File: src/rtl/shift_mix_stage.sv
// AES round stage: ShiftRows on capture, then MixColumns (column-serial, or all four
// columns in one cycle when MIXCOL_PARALLEL_EN is defined), with valid/ready handshake.
module shift_mix_stage #(
  parameter logic [127:0] RESET_DATA = 128'h0
) (
  input  logic         clk,
  input  logic         reset_n,
  input  logic         in_valid,
  output logic         in_ready,
  input  logic [127:0] data_in,
  input  logic         last_round,
  output logic         out_valid,
  input  logic         out_ready,
  output logic [127:0] data_out
);

  typedef enum logic [1:0] {IDLE, BUSY, DONE} state_t;

  state_t       state;
  logic [1:0]   col;
  logic         lr_q;
  logic [127:0] work;
  logic [127:0] mixed;

  function automatic logic [7:0] xtime(input logic [7:0] x);
    return {x[6:0], 1'b0} ^ (x[7] ? 8'h1b : 8'h00);
  endfunction

  function automatic logic [31:0] mix_col(input logic [31:0] a);
    logic [7:0] a0, a1, a2, a3;
    logic [7:0] b0, b1, b2, b3;
    a0 = a[31:24];
    a1 = a[23:16];
    a2 = a[15:8];
    a3 = a[7:0];
    b0 = xtime(a0) ^ (xtime(a1) ^ a1) ^ a2 ^ a3;
    b1 = a0 ^ xtime(a1) ^ (xtime(a2) ^ a2) ^ a3;
    b2 = a0 ^ a1 ^ xtime(a2) ^ (xtime(a3) ^ a3);
    b3 = (xtime(a0) ^ a0) ^ a1 ^ a2 ^ xtime(a3);
    return {b0, b1, b2, b3};
  endfunction

  // Output byte (4c+r) takes input byte (4*((c+r) mod 4) + r).
  function automatic logic [127:0] shift_rows(input logic [127:0] s);
    logic [127:0] o;
    o = '0;
    for (int c = 0; c < 4; c++) begin
      for (int r = 0; r < 4; r++) begin
        o[127-8*(4*c+r) -: 8] = s[127-8*(4*((c+r)%4)+r) -: 8];
      end
    end
    return o;
  endfunction

`ifdef MIXCOL_PARALLEL_EN
  always_comb begin
    mixed = work;
    for (int c = 0; c < 4; c++) begin
      mixed[127-32*c -: 32] = mix_col(work[127-32*c -: 32]);
    end
  end
`else
  logic [31:0] col_in;
  logic [31:0] col_out;

  // One shared mixer: select the current column, mix it, write it back in place.
  always_comb begin
    case (col)
      2'd0:    col_in = work[127:96];
      2'd1:    col_in = work[95:64];
      2'd2:    col_in = work[63:32];
      default: col_in = work[31:0];
    endcase
    col_out = mix_col(col_in);
    mixed   = work;
    case (col)
      2'd0:    mixed[127:96] = col_out;
      2'd1:    mixed[95:64]  = col_out;
      2'd2:    mixed[63:32]  = col_out;
      default: mixed[31:0]   = col_out;
    endcase
  end
`endif

  always_ff @(posedge clk or negedge reset_n) begin
    if (!reset_n) begin
      state     <= IDLE;
      col       <= 2'd0;
      lr_q      <= 1'b0;
      in_ready  <= 1'b1;
      out_valid <= 1'b0;
      work      <= RESET_DATA;
    end else begin
      case (state)
        IDLE: begin
          if (in_valid) begin
            work     <= shift_rows(data_in);
            lr_q     <= last_round;
            col      <= 2'd0;
            in_ready <= 1'b0;
            state    <= BUSY;
          end
        end
        BUSY: begin
          if (!lr_q) work <= mixed;
`ifdef MIXCOL_PARALLEL_EN
          state     <= DONE;
          out_valid <= 1'b1;
`else
          col <= col + 2'd1;
          if (col == 2'd3) begin
            state     <= DONE;
            out_valid <= 1'b1;
          end
`endif
        end
        DONE: begin
          if (out_ready) begin
            state     <= IDLE;
            out_valid <= 1'b0;
            in_ready  <= 1'b1;
          end
        end
        default: begin
          state     <= IDLE;
          in_ready  <= 1'b1;
          out_valid <= 1'b0;
        end
      endcase
    end
  end

  assign data_out = work;

endmodule

File: config.mk
export PLATFORM = sky130hd
export DESIGN_NAME = shift_mix_stage
export DESIGN_NICKNAME = d
export VERILOG_FILES = /design/src/rtl/shift_mix_stage.sv
export SDC_FILE = /design/constraint.sdc
export NUM_CORES = 1
export LEC_CHECK = 0
export ABC_AREA = 1
export BUFFER_PORTS_ARGS = -buffer_cell sky130_fd_sc_hd__buf_2
export CORE_MARGIN = 2
export CORE_UTILIZATION = 53
export CTS_BUF_LIST = sky130_fd_sc_hd__clkbuf_16
export DETAILED_ROUTE_END_ITERATION = 8
export PLACE_DENSITY = 0.91
export SLEW_MARGIN = 20
export SYNTH_ARGS = -nofsm -noshare
export SYNTH_HDL_FRONTEND = slang
export SYNTH_SLANG_ARGS = --single-unit
File: constraint.sdc
create_clock -name clk -period 2.8 [get_ports clk]
set_input_delay 0.42 -clock clk [delete_from_list [all_inputs] [get_ports clk]]
set_output_delay 0.42 -clock clk [all_outputs]
set_load 0.01 [all_outputs]
==> flow_summary.ini, run 1 <==
[drt]
finalWirelength_mm = 37.3
vias = 11440
wl_per_cell_um = 19.6
viasPerCell = 6.02
ant_nets = 0
dr.pass1.iters = 8
dr.first_iter.drc_count = 1656
drc = 0

[clocking]
cts.sinks = 135
clockBufferDepth = 2
htree_levels = 4
numCtsBuffers = 17
clk_pin_slew_ns = 0.06
clk_latency_ns = 0.44
cts_root_buf = clkbuf_16
hold_buffers = 0
cts_tree = done

[sta]
max_slew_margin_pct = 46.9
setup_viol_count_final = 0
worstMarginPinSlew_ns = 0.796
fin_hold_ws_ns = -0.00988
clock_skew_ns = 0.00878
rsz0062_at_grt = no
fin_crit_sh_pct = 95.6
tns_ns = 0
fmax_mhz = 373
period_minus_slack_ns = 2.68
hold_viol_final = 1
maxSlewViolCount = 0

[status]
status = finished, violations left
violations = negative hold slack

[yosys]
synthesis.area_um2 = 9190
syn-num-nets = 1557
ys_ff_latch = 135
post-synth-top-area-cell = dfrtp_1
synth-main-ff-cell = dfrtp_1
synth_cells = 1420
synth_top_area_share_pct = 36.5
synth_warnings = 0
async_flop_share_pct = 100
avgSynthCellArea_um2 = 6.47
yosysSeqAreaShare_pct = 36.8
synth_edf_count = 0
ys_top_cells_by_area = dfrtp_1 (36%), nand2_1 (23%), a21oi_1 (14%)
synth_cell_type_count = 30

[global_route]
grt_pass1_vias = 10386
grt_usage_pct = 40.3
grt.met3_usage_pct = 12.3
groute.layer.met1.usage_pct = 54.2
antenna_found_initial = 1
busiest_layer = met2
overflow = 0
grt_max_degree = 75
met2_usage_pct = 60.5
grt_pass1_wl_mm = 56.4

[die]
die_h_um = 136
rows = 48
die_w_um = 136
dieArea_um2 = 18400
ioPinCount = 263
initial_core_util_pct = 53.7
core_um2 = 17100

[min_path]
hold_class = in2async

[critical_path]
crit_path_end_kind = flip-flop
r2r_setup_slack_ns = 0.12
crit_arrival_ns = 3.03
cp_num_buf_inv = 2
path_class = reg2reg
cp_common_cell = nand2_1
cp-start-kind = flip-flop
cp.required_ns = 3.15
path_delay_family = simple AND/OR/NAND/NOR gates
path_cells = ha_1, inv_2, buf_4, nand2_1, o21ai_1, nand2_1, nand2_1, nand2_1, nand3_1, nand3_1, a21oi_1
slowest_stage = o21ai_1
slowest_delay_ns = 0.50
crit_fanout = 17

[placement]
io_buffers = 262
place.detailed.hpwl_mm = 27.4
gp_congestion = 1.01

[run]
drv_cap = 0

[cells_and_area]
layout-drive-gt1-share_pct = 23.8
syn_to_final_growth_pct = 23.2
final_nets = 1800
antenna_cells = 0
[worst reg2reg max path, delay by kind of cell (launching register included)]
kind,cells,cell delay (ns)
adders and majority gates,1,0.27
AOI/OAI and AO/OA,2,0.76
buffers and inverters,2,0.35
DFF,1,0.42
and+or+nand+nor,6,0.79
[cells in the mapped netlist (4+ instances only)]
master      n
o21bai_1    4
xnor2_1     4
buf_2      11
inv_1      25
o21bai_2   22
a21oi_1   257
nand2_2     6
buf_4       6
nor2_2     24
ha_1        4
nand3_1    64
nand3_2     8
nor2_1    208
dfrtp_1   134
inv_2       6
o21ai_0     6
buf_6      13
clkbuf_1   32
nand2_1   567
[cell families (layout without fill, tap and decap cells)]
logic type | count (synthesis) | count (layout) | share of synthesized area [%]
and+or+nand+nor | 882 | 882 | 38.6
adders and majority gates | 4 | 4 | 0.545
DFF | 135 | 135 | 36.8
AOI/OAI and AO/OA | 299 | 299 | 18.3
buffers and inverters | 95 | 351 | 5.34
xor gates and xnor gates | 5 | 5 | 0.477
[final cells by class]
| cell class | count | area, µm² |
|---|---|---|
| Timing Repair Buffer | 288 | 1560 |
| Clock buffer | 17 | 425 |
| Inverter | 31 | 123 |
| Sequential cell | 135 | 3380 |
| Multi-Input combinational cell | 1190 | 5370 |
| Clock inverter | 15 | 174 |
| Tap cell | 225 | 282 |
| Fill cell | 1504 | 5800 |
[worst paths after layout]
path | to | start | cells after the start
setup / recovery | data_out[99]$_DFFE_PN0P_ | col[0]$_DFFE_PN0P_ | 11
hold / removal | data_out[53]$_DFFE_PN0P_ | reset_n | 1
setup reg to reg | data_out[99]$_DFFE_PN0P_ | col[0]$_DFFE_PN0P_ | 11
hold reg to reg | out_valid$_DFFE_PN0P_ | out_valid$_DFFE_PN0P_ | 2
max in group asynchronous | in_ready$_DFFE_PN1P_ | reset_n | 2
min in group clk | lr_q$_DFFE_PN0P_ | last_round | 3
[layer usage]
metal,wire length (µm),up-vias
met1,13900,5269
met2,16600,940
met4,1720,0
met3,5020,154
met5,0,-
li1,-,5077
[registers in the layout, summed over array words and instances (netlist names)]
register / cells
col: 2
in_ready: 1
out_valid: 1
state: 2
data_out: 128
lr_q: 1
[cell usage in the layout (no fill, tap or decap), types with 2 or more instances in the layout]
cell type / count
clkbuf_16: 17
inv_6: 4
o21bai_1: 2
o21ai_1: 3
nand2_2: 6
buf_2: 261
a21oi_1: 257
ha_1: 4
o21bai_2: 23
clkinv_1: 2
nand2_1: 567
buf_12: 4
nand3_2: 9
dfrtp_1: 134
buf_4: 22
clkinvlp_4: 4
inv_1: 24
o21bai_4: 2
xnor2_1: 4
o21ai_2: 3
bufinv_16: 3
nor2_4: 5
inv_2: 5
clkinv_2: 2
o21ai_0: 6
nand3_1: 63
nor2_2: 22
nor2_1: 208
[what timing repair did]
action,in CTS,in global routing
buffers inserted,0,0
endpoints found under the hold margin,0,0
endpoints found under the setup margin,0,69
resized for setup,0,8
[metrics by stage]
| stage | hold WS (ns) | setup WS [ns] | instance area [µm²] | instances | utilization, % |
|---|---|---|---|---|---|
| global placement | 0.456 | 0.176 | 10700 | 1869 | 62.4 |
| detailed placement | 0.470 | 0.138 | 10700 | 1869 | 62.4 |
| CTS | 0.0226 | 0.108 | 11300 | 1901 | 65.9 |
| finish | -0.00988 | 0.122 | 11300 | 1901 | 66.1 |
| floorplan | 0.124 | 0.854 | 9190 | 1420 | - |
| global route | 0.0292 | 0.0132 | 11300 | 1901 | 66.1 |
Power of run 1 is not shown: default switching activity piles up to over one toggle a cycle in this logic, so the estimate is an artifact.
==> run 2: changes to the inputs <==
Settings changed: CTS_BUF_LIST sky130_fd_sc_hd__clkbuf_16 to sky130_fd_sc_hd__clkbuf_4 sky130_fd_sc_hd__clkbuf_8 sky130_fd_sc_hd__clkbuf_16.
==> flow_summary.ini, run 2 (synthesis results as in run 1) <==
[global_route]
overflow = 0
grt_max_degree = 75
grt_pass1_wl_mm = 56.6
antenna_found_initial = 1
grt_pass1_vias = 10423
grt_usage_pct = 40.5

[die]
die_w_um = 136
core_um2 = 17100
ioPinCount = 263
rows = 48
die_h_um = 136
dieArea_um2 = 18400
initial_core_util_pct = 53.7

[cells_and_area]
largest_reg_flops = 128
final_common_cell = nand2_1
layout_common_cells = nand2_1 (567), buf_2 (261), a21oi_1 (257), nor2_1 (208), dfrtp_1 (134)
final_nets = 1800
utilization_pct = 66.2
nFillCells = 1499
syn_to_final_growth_pct = 23.3
layout-drive-gt1-share_pct = 23.9
multi_input_area_um2 = 5370
antenna_cells = 0
seq_area_um2 = 3380

[clocking]
hold_buffers = 0
clk_pin_slew_ns = 0.06
clockBufferDepth = 2
numCtsBuffers = 17
clk_latency_ns = 0.43
cts_setup_buffers = 0
htree_levels = 4
cts_root_buf = clkbuf_16
cts.sinks = 135
cts_tree = done

[sta]
clock_skew_ns = 0.00714
hold_viol_final = 1
period_minus_slack_ns = 2.69
max_slew_margin_pct = 45.6
fin_hold_ws_ns = -0.00468
worstMarginPinSlew_ns = 0.816
maxSlewViolCount = 0
fin_crit_sh_pct = 96.1
setup_viol_count_final = 0
worst_slack_ns = 0.110
rsz0062_at_grt = no
fmax_mhz = 372
tns_ns = 0

[drt]
vias = 11439
ant_nets = 0
finalWirelength_mm = 37.4
dr.first_iter.drc_count = 1690
viasPerCell = 6.02
drc = 0
dr.pass1.iters = 7
wl_per_cell_um = 19.7

[critical_path]
regToRegStartpoint = col[0]$_DFFE_PN0P_
path_class = reg2reg
cp-start-kind = flip-flop
r2r_end = data_out[33]$_DFFE_PN0P_
crit_arrival_ns = 3.03
reg2reg_depth = 13
crit_path_end_kind = flip-flop
worstSetupStartpoint = col[0]$_DFFE_PN0P_
crit_fanout = 28
r2r_setup_slack_ns = 0.11
cp.required_ns = 3.14

[min_path]
hold_class = in2async

[placement]
io_buffers = 262
gp_congestion = 1.01
place.detailed.hpwl_mm = 27.4
place_ws_ns = 0.138

[status]
status = finished, violations left
violations = negative hold slack

[run]
drv_cap = 0
run 2: changes by cell type in the layout (fill, tap and decap cells not counted), sizes merged:
cell,delta
clkbuf,+2
clkinv,-2
run 2: per-layer routing:
layer | GRT usage [%] | wire [µm] | share of wire, %
met5 | 0 | 0 | 0
met4 | 18.1 | 1980 | 5.3
met3 | 11.8 | 5050 | 13
met2 | 60.6 | 16400 | 44
met1 | 54.4 | 14000 | 37
run 2: final cells by class:
class                   instances  area share [%]
clock inverters                13            1.47
flip-flops and latches        135            29.8
well taps                     225            2.48
multi-input cells            1190            47.3
inverters                      31            1.08
clock buffers                  19            4.00
repair buffers                288            13.8
run 2: worst max-delay path, stage by stage, from the launching register on:
cell and delay (ns):
dfrtp_1 0.42, ha_1 0.26, inv_2 0.11, buf_6 0.26
nand2_2 0.12, o21bai_4 0.39, nand2_1 0.15, nand2_1 0.17
nand2_1 0.07, nand2_1 0.08, inv_1 0.04, nand2_1 0.06
nand3_2 0.20, a21oi_1 0.25
run 2: worst max path at each step:
stage                                      to  depth (start not counted)
floorplan           data_out[105]$_DFFE_PN0P_                         14
global placement    data_out[105]$_DFFE_PN0P_                         14
detailed placement   data_out[41]$_DFFE_PN0P_                         12
CTS                  data_out[41]$_DFFE_PN0P_                         12
global route         data_out[23]$_DFFE_PN0P_                         10
finish               data_out[33]$_DFFE_PN0P_                         13
run 2: stage by stage:
stage               instance area (µm²)  cells
floorplan                          9190   1420
finish                            11300   1901
global placement                  10700   1869
detailed placement                10700   1869
CTS                               11300   1901
global route                      11300   1901
run 2: what timing repair did:
item	in CTS	in global routing
gates resized for setup	0	7
hold endpoints to repair	0	0
setup endpoints to repair	0	73
Power of run 2 is left out for the same reason.
==> run 3: changes to the inputs <==
Settings changed: CELL_PAD_IN_SITES_DETAIL_PLACEMENT set to 1, CELL_PAD_IN_SITES_GLOBAL_PLACEMENT set to 1, CORE_UTILIZATION 53 to 36.
==> flow_summary.ini, run 3 (synthesis results as in run 1) <==
[critical_path]
cp_common_cell = nand2_1
cp.required_ns = 3.14
cp-start-kind = flip-flop
r2r_setup_slack_ns = 0.04
reg2reg_depth = 12
path_class = reg2reg
slowest_stage = dfrtp_1
crit_path_end_kind = flip-flop
crit_fanout = 32
path_cells = ha_1, inv_2, buf_16, nor2_1, nor2_1, buf_12, nand2_1, nand2_1, nand2_1, nand3_1, nand3_1, a21oi_2
crit_arrival_ns = 3.10
slowest_delay_ns = 0.44

[drt]
vias = 11903
drc = 0
finalWirelength_mm = 46.4
dr.pass1.iters = 8
viasPerCell = 5.89
dr.first_iter.drc_count = 1101
wl_per_cell_um = 22.9
ant_nets = 0

[cells_and_area]
final_common_cell = nand2_1
final_nets = 1812
layout-drive-gt1-share_pct = 25.5
layoutNonFillerInstCount = 2020
largest_reg_flops = 128
syn_to_final_growth_pct = 26.8
final_area_um2 = 11700
layout_common_cells = nand2_1 (566), buf_2 (261), a21oi_1 (255), nor2_1 (204), dfrtp_1 (134)

[die]
initial_core_util_pct = 36.6
die_w_um = 164
dieArea_um2 = 26800
rows = 58
ioPinCount = 263
die_h_um = 164
core_um2 = 25100

[placement]
place.detailed.hpwl_mm = 33.5
gp_congestion = 0.942
placed_area_um2 = 10900
placedCellCount = 1981
io_buffers = 262

[sta]
clock_skew_ns = 0.0197
fin_crit_sh_pct = 98.6
fin_hold_ws_ns = -0.00605
max_slew_margin_pct = 50.2
period_minus_slack_ns = 2.76
maxSlewViolCount = 0
setup_viol_count_final = 0
fmax_mhz = 362
hold_viol_final = 3
worstMarginPinSlew_ns = 0.747

[global_route]
grt_pass1_vias = 12071
antenna_found_initial = 2
grt_usage_pct = 33.5
grt_pass1_wl_mm = 68.3
grt_max_degree = 71
overflow = 0

[clocking]
clk_pin_slew_ns = 0.07
clk_latency_ns = 0.44
cts_tree = done
cts_root_buf = clkbuf_16
cts.sinks = 135
clockBufferDepth = 2
numCtsBuffers = 17
htree_levels = 4

[min_path]
hold_class = in2async

[run]
drv_cap = 0

[status]
violations = negative hold slack
status = finished, violations left
-- run 3: changes by cell type in the layout (fill, tap and decap cells not counted), sizes merged --
cell      delta
buf         +11
diode        +2
inv          +6
clkbuf       -1
bufinv       -3
clkinv       +2
clkinvlp     -3
-- run 3: worst paths after layout --
check | from | to
worst max-delay path | col[0]$_DFFE_PN0P_ | data_out[79]$_DFFE_PN0P_
worst min-delay path | reset_n | data_out[42]$_DFFE_PN0P_
worst max register to register | col[0]$_DFFE_PN0P_ | data_out[79]$_DFFE_PN0P_
worst min register to register | out_valid$_DFFE_PN0P_ | out_valid$_DFFE_PN0P_
max in group asynchronous | reset_n | data_out[89]$_DFFE_PN0P_
min in group clk | last_round | lr_q$_DFFE_PN0P_
-- run 3: what timing repair did --
| item | CTS | global route |
|---|---|---|
| hold buffers | 0 | 0 |
| gates resized for setup | 2 | 30 |
| setup buffers | 0 | 4 |
| pin swaps | 0 | 3 |
| endpoints found under the setup margin | 3 | 99 |
| cloned | 0 | 1 |
-- run 3: final cells by class --
class / instances / area (µm²)
antenna: 2 / 5.00
clock buffer: 17 / 425
fill: 3414 / 13500
multi-input combinational: 1190 / 5480
clock inverter: 15 / 158
timing repair buffer: 300 / 1680
tap: 330 / 413
inverter: 31 / 119
sequential: 135 / 3380
-- run 3: worst max-delay path, delay by kind of cell, from the launching register on --
family / cells / cell delay (ns)
compound gates: 1 / 0.30
buf+inv: 3 / 0.59
simple gates: 7 / 1.08
fa+ha+maj: 1 / 0.27
flops: 1 / 0.44
-- run 3: per-stage QoR --
step                hold WS, ns  setup TNS (ns)  setup slack [ns]  utilization (%)
finish                 -0.00605               0            0.0390             46.4
global placement          0.471               0             0.175             43.3
global route             0.0391          -0.217           -0.0724             46.4
detailed placement        0.480               0            0.0159             43.3
floorplan                 0.124               0             0.854                -
CTS                      0.0174               0           0.00840             45.6
-- run 3: layer usage --
metal	vias to the layer above	track usage, %	routed length (µm)
met1	5874	41.5	17500
met5	-	0	13
met3	190	8.61	4630
met4	2	17.8	2510
met2	716	53.6	21700
li1	5121	-	-
Power of run 3 is left out for the same reason.
